==> config.mk <==
export PLATFORM = sky130hd
export DESIGN_NAME = div11_seq
export DESIGN_NICKNAME = d
export VERILOG_FILES = /design/src/rtl/div11_seq.sv
export SDC_FILE = /design/constraint.sdc
export NUM_CORES = 1
export LEC_CHECK = 0
export CORE_MARGIN = 8
export CORE_UTILIZATION = 40
export DETAILED_ROUTE_END_ITERATION = 8
export PLACE_DENSITY = 0.87
export SLEW_MARGIN = 10
export SYNTH_ARGS = -nofsm -noshare
export SYNTH_HDL_FRONTEND = slang
export SYNTH_SLANG_ARGS = --single-unit
==> constraint.sdc <==
create_clock -name clk -period 2.1 [get_ports clk]
set_clock_uncertainty 0.1 [all_clocks]
set_input_delay 0.525 -clock clk [delete_from_list [all_inputs] [get_ports clk]]
set_output_delay 0.525 -clock clk [all_outputs]
set_load 0.02 [all_outputs]
==> src/rtl/div11_seq.sv <==
// Sequential unsigned divide-by-11: one radix-4 digit per cycle from a 6-bit {r,d} lookup.
// Optional remainder output port enabled by defining DIV11_REM_OUT_EN.
module div11_seq #(
    parameter int WIDTH = 64
) (
    input  logic             clk,
    input  logic             rst_n,
    input  logic             in_valid,
    output logic             in_ready,
    input  logic [WIDTH-1:0] in_data,
    output logic             out_valid,
    input  logic             out_ready,
    output logic [WIDTH-1:0] out_quot
`ifdef DIV11_REM_OUT_EN
    ,
    output logic [3:0]       out_rem
`endif
);

    localparam int unsigned CW = $clog2(WIDTH / 2 + 1);
    localparam logic [CW-1:0] STEPS = CW'(WIDTH / 2);

    typedef enum logic [1:0] {
        IDLE,
        BUSY,
        DONE
    } state_t;

    state_t           state;
    state_t           state_n;
    logic [WIDTH-1:0] sreg;
    logic [3:0]       r;
    logic [CW-1:0]    cnt;
    logic [5:0]       step;

    // With r <= 10, {r,d} read as a 6-bit number is already 4*r+d (0..43).
    function automatic logic [5:0] step_lut(input logic [5:0] t);
        logic [1:0] q;
        logic [5:0] rem;
        if (t >= 6'd33) begin
            q   = 2'd3;
            rem = t - 6'd33;
        end else if (t >= 6'd22) begin
            q   = 2'd2;
            rem = t - 6'd22;
        end else if (t >= 6'd11) begin
            q   = 2'd1;
            rem = t - 6'd11;
        end else begin
            q   = 2'd0;
            rem = t;
        end
        return {q, rem[3:0]};
    endfunction

    always_comb begin
        step = step_lut({r, sreg[WIDTH-1 -: 2]});
    end

    always_comb begin
        state_n   = state;
        in_ready  = 1'b0;
        out_valid = 1'b0;
        case (state)
            IDLE: begin
                in_ready = 1'b1;
                if (in_valid) state_n = BUSY;
            end
            BUSY: begin
                if (cnt == CW'(1)) state_n = DONE;
            end
            DONE: begin
                out_valid = 1'b1;
                if (out_ready) state_n = IDLE;
            end
            default: state_n = IDLE;
        endcase
    end

    always_ff @(posedge clk or negedge rst_n) begin
        if (!rst_n) begin
            state <= IDLE;
        end else begin
            state <= state_n;
        end
    end

    // Dividend bits leave at the MSB end while quotient digits enter at the LSB end,
    // so after WIDTH/2 steps sreg holds exactly the quotient.
    always_ff @(posedge clk or negedge rst_n) begin
        if (!rst_n) begin
            sreg <= '0;
            r    <= '0;
            cnt  <= '0;
        end else begin
            case (state)
                IDLE: begin
                    if (in_valid) begin
                        sreg <= in_data;
                        r    <= '0;
                        cnt  <= STEPS;
                    end
                end
                BUSY: begin
                    sreg <= {sreg[WIDTH-3:0], step[5:4]};
                    r    <= step[3:0];
                    cnt  <= cnt - CW'(1);
                end
                default: ;
            endcase
        end
    end

    assign out_quot = sreg;
`ifdef DIV11_REM_OUT_EN
    assign out_rem  = r;
`endif

endmodule

==> summary.txt <==
Route
  – DR vias: 3573
  – DRC violations left: 0
  – DR iter-0 viols: 180
  – Antenna viol nets, final: 0
  – Via/cell ratio: 5.56
  – Routed wire length: 12000 um
  – Routed length per instance: 18.7 um
  – Pre-antenna DRT Iters: 5

Critical path
  – CP max stage delay: roughly 0.45 ns
  – Critical-path cell list: inv_4 -> ha_4 -> or4b_4 -> o21a_4 -> a21boi_4 -> a22o_1 -> a211o_1
  – Reg-to-reg setup timing slack: -0.07 ns
  – CP arrival: 2.29 ns
  – Startpoint types: register
  – Kind of critical path: register to register
  – CP Capture Type: register
  – Worst Path Max Fanout: 6
  – Worst reg-to-reg path cell count: 7
  – Crit path max-delay cell type: or4b_4
  – Worst reg2reg startpoint: out_quot[63]$_DFFE_PN0P_
  – Capturing point of the worst reg2reg path: r[3]$_DFFE_PN0P_
  – Required time of the critical path: ~2.2 ns

Logic synthesis
  – Sequential share of the synthesized area: 0.520
  – Synth Instances: roughly 380
  – Top-area cell type share of the netlist area: 0.520
  – Mapped cell area: 0.00366 mm^2
  – Syn_nets: 462
  – Seq cells post-synth: 76
  – Syn. warnings: 0
  – Yosys cell types: 38
  – Synth area leader: dfrtp_1
  – Top post-synthesis cells by area: dfrtp_1 (52%), a22oi_1 (13%), o21ai_0 (9.3%)
  – Syn Area/Cell: 9.52 um^2

Power
  – LEAKAGE: around 2.3 nW
  – Pwr/cell area: 1600 mW/mm^2
  – Max IR drop VDD: 0.794 mV

Die
  – DIE AREA: 0.0125 mm^2
  – Number of I/O pins: 134
  – CORE AREA: 0.00906 mm^2
  – Row cnt: 35
  – Die Width: 112 um
  – Initial core utilization: 0.403
  – Die H: 112 um

Layout
  – Area grow syn2layout: 52.7%
  – FF/Latch Area: 0.00191 mm^2
  – Diodes inserted: 0
  – Layout cells sized above 1: 0.120
  – Multi-input gate area: approximately 0.0017 mm^2
  – Fin cells: 643
  – Layout Nets: 605
  – Fill cells: 755
  – Final core utilization: 0.616

STA
  – Maximum clock rate: approximately 460 MHz
  – Tmin final: ~2.2 ns
  – Setup Viol. Count Final: 3
  – Fin. max-slew vios: 0
  – Final cycle utilization of the critical path: 1.03
  – RSZ-0062 raised after global routing: yes
  – Slew margin rel.: 0.696
  – Worst slew pin tran: 0.455 ns
  – Fin. Hold Viols: 0
  – Setup TNS Final: -0.119 ns
  – Final worst slack: -0.0651 ns

Outcome
  – Run status: complete, but fails checks
  – Failing checks: negative setup slack

CTS
  – Clock buffer depth: 2
  – CTS tree: yes
  – Worst-path clk slew: ~0.08 ns
  – H-tree levels: 3
  – Worst-skew pair later-pin latency: 0.34 ns
  – TritonCTS buffer count: 9
  – Sinks on Clock Net: 76
  – Root Buffer: clkbuf_8

Place
  – Dpl hpwl: around 8400 um
  – Placer congestion estimate: 0.916
  – I/O Buffers: 133
  – Pre-CTS WS: -0.0688 ns
  – Dpl cells: 619

Min path
  – Hold Crit Class: register to register
  – Hold Path Depth: 2
  – Worst Hold Path EP: out_quot[5]$_DFFE_PN0P_
  – Worst Min Path Start: out_quot[5]$_DFFE_PN0P_

GRT
  – Gr usage total: 0.186
  – First-pass GRT wire length: around 19000 um
  – Largest net degree at the start of global routing: 63
  – Initial antenna violation count: 0
  – Vias in the first global route: 3765
  – Grt total ovfl: 0

Flow run
  – MaxCap Viol Count: 0
==> cell type report <==
cell class              instances  share of cell area
well taps                     111              0.0249
clock buffers                  12              0.0278
clock inverters                 4             0.00851
inverters                       6             0.00493
repair buffers                164               0.289
multi-input cells             270               0.304
flip-flops and latches         76               0.341
==> cells in the mapped netlist <==
master / number
nor3_1: 2
o22a_1: 1
nor3b_1: 1
a22o_1: 2
nor2_1: 8
or4_1: 1
o22ai_1: 4
xnor2_1: 4
o21ai_1: 1
a21boi_1: 1
or4b_1: 1
buf_1: 6
o21a_2: 1
a22oi_1: 62
nor2b_1: 9
clkbuf_1: 24
nand2_1: 62
a2111oi_0: 1
o21ai_0: 68
or3_1: 1
a211o_1: 1
or2_2: 1
a21oi_1: 11
ha_1: 10
and2_1: 2
a221o_1: 1
a311oi_1: 1
inv_1: 6
nand2b_1: 2
dfrtp_1: 76
nor4_1: 1
a31oi_1: 1
and3b_1: 1
a2bb2oi_1: 1
buf_2: 2
o211ai_1: 5
a221o_2: 1
and4_1: 1
==> what timing repair did <==
item | 4_1_cts | 5_1_grt
hold buffers | 1 | 0
hold endpoints to repair | 21 | 0
pin swaps | 4 | 6
resized for setup | 8 | 10
endpoints found under the setup margin | 6 | 7
buffers inserted | 4 | 3
==> state kept, by name, summed over array words and instances (netlist names) <==
name,count
cnt,6
out_quot,64
r,4
state,2
==> cell families (layout without fill, tap and decap cells) <==
kind of cell / count (synthesis) / after routing / synth area share
AO/OA/AOI/OAI: 163 / 163 / 0.283
XOR/XNOR: 4 / 4 / 0.00958
adder cells (fa/ha/maj): 10 / 10 / 0.0342
buffers and inverters: 38 / 186 / 0.0397
flip-flops: 76 / 76 / 0.520
AND/OR/NAND/NOR: 93 / 93 / 0.114
==> layout by cell type, fill, tap and decap left out, types with 2 or more instances in the layout <==
cell type	n
clkdlybuf4s50_1	127
dfrtp_1	72
o21ai_0	67
a22oi_1	62
nand2_1	62
buf_4	27
a21oi_1	11
clkbuf_8	11
ha_1	9
nor2_1	8
nor2b_1	7
o211ai_1	5
inv_1	4
xnor2_1	4
o22ai_1	4
dfrtp_2	4
dlygate4sd2_1	4
buf_12	4
inv_4	2
nand2b_1	2
o21ai_1	2
nor3_1	2
a22o_1	2
clkinv_2	2
==> critical path: cells and delay by family, from the launching register on <==
family,cells,cell delay [ns]
flip-flops,1,0.43
AO/OA/AOI/OAI,4,0.88
buffers and inverters,1,0.07
AND/OR/NAND/NOR,1,0.45
adder cells (fa/ha/maj),1,0.12
==> per-layer routing <==
metal,global-route usage,share of wire
met2,0.303,0.50
met1,0.221,0.40
met4,0.0784,0.016
met3,0.0590,0.082
met5,0,0
==> worst max path at each step <==
stage | startpoint | end | slack (ns) | cells after the start
4_1_cts | out_quot[63]$_DFFE_PN0P_ | r[1]$_DFFE_PN0P_ | -0.02 | 8
5_1_grt | out_quot[63]$_DFFE_PN0P_ | r[1]$_DFFE_PN0P_ | -0.12 | 7
3_5_place_dp | out_quot[62]$_DFFE_PN0P_ | r[2]$_DFFE_PN0P_ | -0.07 | 7
2_1_floorplan | out_quot[63]$_DFFE_PN0P_ | r[3]$_DFFE_PN0P_ | -0.07 | 7
3_3_place_gp | out_quot[63]$_DFFE_PN0P_ | r[3]$_DFFE_PN0P_ | 0.002 | 7
6_report | out_quot[63]$_DFFE_PN0P_ | r[3]$_DFFE_PN0P_ | -0.07 | 7
==> report_power, final <==
part           switching, mW  internal (mW)  total, mW
Sequential             0.637           2.17       2.80
Combinational           2.60           2.37       4.97
Clock                  0.524          0.611       1.13
==> metrics by stage <==
step / hold slack (ns) / total power, mW / instance area, um^2
floorplan: 0.129 / 5.22 / 3680
global placement: 0.340 / 7.26 / 5250
detailed placement: 0.339 / 7.44 / 5250
CTS: 0.417 / 8.66 / 5500
global route: 0.433 / 9.49 / 5580
finish: 0.417 / 8.91 / 5580
Note: power is estimated with default switching activity, not from simulation.
==> RTL change 1, RTL diff (same settings) <==
Set the parameter `WIDTH` to 128 (it was 64).
--- a/src/rtl/div11_seq.sv
+++ b/src/rtl/div11_seq.sv
@@ -2,5 +2,5 @@
 // Optional remainder output port enabled by defining DIV11_REM_OUT_EN.
 module div11_seq #(
-    parameter int WIDTH = 64
+    parameter int WIDTH = 128
 ) (
     input  logic             clk,
Ports: changed (resized in_data and out_quot); port bits go from 134 to 262. No check against the original RTL was run, so the function may have changed too.
==> RTL change 1 against the original RTL <==
Via count up 82%. Die area up 65%. Sequential cell count up 65. Design area up 83%. Area after synthesis up 77%. Core utilization up 2.9 points. Sequential share of layout area up 0.40 points. Largest power group unchanged. Count of clock-buffer cells in the layout up 10. Power up 40%. Wire length up 91%. Global-route usage up 3.7 points. Worst setup slack better by 100 ps.
==> RTL change 1: results (changes against the original RTL) <==
| Metric | Value |
|---|---|
| Worst hold start | `cnt[6] (was out_quot[5])` |
| Non-Filler Instances | `1,164 (was 643)` |
| Final Instance Area | `10,200 µm² (was 5580 µm²)` |
| Vias per inst | `5.59 (was 5.56)` |
| Port bufs | `261 (was 133)` |
| Max rail drop VDD | `0.735 mV (was 0.794 mV)` |
| CLK BUF | `22 (was 12)` |
| Slew headroom | `0.608 (was 0.696)` |
| # nets final | `1,077 (was 605)` |
| Post-synth net total | `818 (was 462)` |
| M2 GR Usage | `0.364 (was 0.303)` |
| WL met2 | `11,100 µm (was 5970 µm)` |
| Met1 Use GR | `0.268 (was 0.221)` |
| Setup slack at placement | `36.8 ps (was -68.8 ps)` |
| Seq_cells | `141 (was 76)` |
| Met3 Usage GRT | `0.0801 (was 0.0590)` |
| Hold slack | `384 ps (was 417 ps)` |
| Fraction of area in multi-input gates | `0.265 (was 0.304)` |
| Final WL | `23,000 µm (was 12,000 µm)` |
| Worst path max stage delay | `630 ps (was 450 ps)` |
| Clock-cell share of area | `0.0579 (was 0.0363)` |
| Chip width | `143 µm (was 112 µm)` |
| Leakage power | `4.25 nW (was 2.28 nW)` |
| Reg2Reg Capture Point | `r[2] (was r[3])` |
| Status | `completed (was finished, violations left)` |
| Buffering overhead | `0.303 (was 0.289)` |
| Max reg flops | `128 (was 64)` |
| Drt pass-1 iters | `6 (was 5)` |
| Fraction of area in registers | `0.346 (was 0.341)` |
| R2r worst-path depth | `8 (was 7)` |
| Reg2reg setup slack | `70 ps (was -70 ps)` |
-- RTL change 1: changes by cell type in the layout (fill, tap and decap cells not counted), moves of 10 or more --
cell and delta:
dlymetal6s2s_1 +26, clkdlybuf4s50_1 +91, clkbuf_8 -10, a22oi_1 +64, dfrtp_1 +65, nand2_1 +72, clkbuf_16 +17, o21ai_0 +70
-- RTL change 1: where the power goes --
part / internal (mW) / leakage (nW) / total, mW / switching, mW
logic: 2.51 / 2.35 / 4.92 / 2.41
registers: 3.66 / 1.61 / 4.54 / 0.889
clock network: 1.90 / 0.288 / 3.03 / 1.13
total: 8.07 / 4.25 / 12.5 / 4.43
-- RTL change 1: cell families after synthesis --
logic type | after synthesis | synth area share
AO/OA/AOI/OAI | 292 | 0.286
XOR/XNOR | 2 | 0.00270
adder cells (fa/ha/maj) | 10 | 0.0193
buffers and inverters | 67 | 0.0419
flip-flops | 141 | 0.545
multiplexers | 2 | 0.00309
AND/OR/NAND/NOR | 162 | 0.102
==> RTL change 2, RTL diff (config.mk and constraints unchanged) <==
Without the edit above. The 3 states of `state_t` get a one-hot encoding in 3 bits.
--- a/src/rtl/div11_seq.sv
+++ b/src/rtl/div11_seq.sv
@@ -21,8 +21,8 @@
     localparam logic [CW-1:0] STEPS = CW'(WIDTH / 2);
 
-    typedef enum logic [1:0] {
-        IDLE,
-        BUSY,
-        DONE
+    typedef enum logic [2:0] {
+        IDLE = 3'b001,
+        BUSY = 3'b010,
+        DONE = 3'b100
     } state_t;
 
Function: no difference found for any inputs over 10 cycles, from zero or initial values and one cycle with rst_n low; not proved beyond that.
==> RTL change 2 against the original RTL <==
Area after synthesis up 4.9%. Design area up 0.29%. Worst setup slack better by 140 ps. Hold slack worse by 310 ps. Power down 0.50%. Maximum frequency up 7.1%. Sequential cell count up 1. Wire length down 11%. Sequential power up 1%.
==> RTL change 2: results (changes against the original RTL) <==
| Metric | Value |
|---|---|
| Sequential area share after synthesis | `0.503 (was 0.520)` |
| Status | `completed (was finished, violations left)` |
| Critical Path RT | `2260 ps (was 2230 ps)` |
| Setup slack at placement | `-96.2 ps (was -68.8 ps)` |
| Leakage power | `2.35 nW (was 2.28 nW)` |
| Post-DP Area | `5430 µm² (was 5250 µm²)` |
| Worst hold path class | `in2async (was reg2reg)` |
| Post-synth net total | `533 (was 462)` |
| Max reg flops | `64 (unchanged)` |
| DP Cell Count | `709 (was 619)` |
| Critical Path Fanout Max | `7 (was 6)` |
| Worst path max stage delay | `460 ps` |
| Post-DR wirelength/cell | `14.8 µm (was 18.7 µm)` |
| All-layer global routing usage | `0.165 (was 0.186)` |
| Routed via count | `3,667 (was 3,573)` |
| First-pass GRT wire length | `17,800 µm (was 19,000 µm)` |
| Most frequent cells after synthesis | `nand2_1 (140), dfrtp_1 (76), nor2_1 (71) (was dfrtp_1 (76), o21ai_0 (68), a22oi_1 (62), nand2_1 (62), clkbuf_1 (24))` |
| Filler Cell Count | `819 (was 755)` |
| Drt pass-1 iters | `4 (was 5)` |
| Diodes inserted | `0 (unchanged)` |
| R2r worst-path depth | `7 (unchanged)` |
| Initial drt markers | `292 (was 180)` |
| Gpl congestion | `0.830 (was 0.916)` |
| Top cells by area, synth | `dfrtp_1 (50%), nand2_1 (14%), a31oi_1 (10%), nor2_1 (7.0%), ha_1 (3.3%) (was dfrtp_1 (52%), a22oi_1 (13%), o21ai_0 (9.3%), nand2_1 (6.4%), ha_1 (3.4%))` |
| Clock latency on the worst-skew pair | `330 ps` |
| Slew headroom | `0.567 (was 0.696)` |
| Syn Area/Cell | `8.43 µm² (was 9.52 µm²)` |
| Post-CTS Setup Repair Bufs | `0 (was 4)` |
| Vias per inst | `5.06 (was 5.56)` |
| Initial antenna violation count | `0 (unchanged)` |
| Async SR Flop Fraction | `1.00 (unchanged)` |
| CTS Buffer Depth | `2 (unchanged)` |
| Crit path max-delay family | `compound AO/OA/AOI/OAI gates (unchanged)` |
| Num CTS Buffers | `9 (unchanged)` |
| Port bufs | `133 (unchanged)` |
| Root Driver | `clkbuf_8 (unchanged)` |
| # nets final | `669 (was 605)` |
| Distinct cells, synth | `41 (was 38)` |
| Synth warn | `0 (unchanged)` |
| DP HPWL | `7980 µm (was 8380 µm)` |
| Reg clk slew, reported paths | `90 ps` |
| Max rail drop VDD | `0.850 mV (was 0.794 mV)` |
| Largest net degree at the start of global routing | `51 (was 63)` |
| Share of layout cells above drive strength 1 | `0.0956 (was 0.120)` |
| CP max-delay cell | `dfrtp_2 (was or4b_4)` |
| Layout overhead on the synthesized area | `46.1% (was 52.7%)` |
| Vias in the first global route | `3,801 (was 3,765)` |
RTL change 2: cell count changes after synthesis, moves of 4 or more:
cell      unedited run  this run
nand2_1             62       140
nor2_1               8        71
a22oi_1             62         0
a31oi_1              1        62
o21ai_0             68         8
clkbuf_1            24         7
buf_2                2        18
nor2b_1              9         0
a21oi_1             11         7
RTL change 2: cell families (layout without fill, tap and decap cells):
kind of cell,Yosys count,count (layout),synth area share
adders and majority gates,10,10,0.0326
buffers and inverters,37,178,0.0463
muxes,2,2,0.00587
and+or+nand+nor,226,226,0.232
DFF,77,77,0.503
AOI/OAI and AO/OA,98,98,0.169
xor gates and xnor gates,5,5,0.0114
RTL change 2: path summary, 6_finish.rpt:
check / start / slack [ps] / to
setup / recovery: out_quot[62] / 80 / r[3]
hold / removal: rst_n / 110 / state[2]
setup reg to reg: out_quot[62] / 80 / r[3]
hold reg to reg: cnt[5] / 430 / cnt[5]
max in group asynchronous: rst_n / 1190 / out_quot[28]
min in group clk: cnt[5] / 430 / cnt[5]
RTL change 2: where the power goes:
group          leakage [nW]  switching, mW  internal (mW)  total (mW)
sequential            0.871          0.633           2.21        2.84
clock                0.0783          0.550          0.428       0.977
combinational          1.40           2.71           2.34        5.05
RTL change 2: area by class of cell:
class | count | share of cell area
Sequential cell | 77 | 0.345
Clock buffer | 10 | 0.0228
Multi-Input combinational cell | 341 | 0.313
Inverter | 5 | 0.00335
Timing Repair Buffer | 157 | 0.280
Clock inverter | 6 | 0.00737
Tap cell | 129 | 0.0288
RTL change 2: metal layers:
metal	GRT usage	routed length [µm]
met4	0.0426	132
met5	0	0
met2	0.289	5360
met1	0.186	4550
met3	0.0565	684
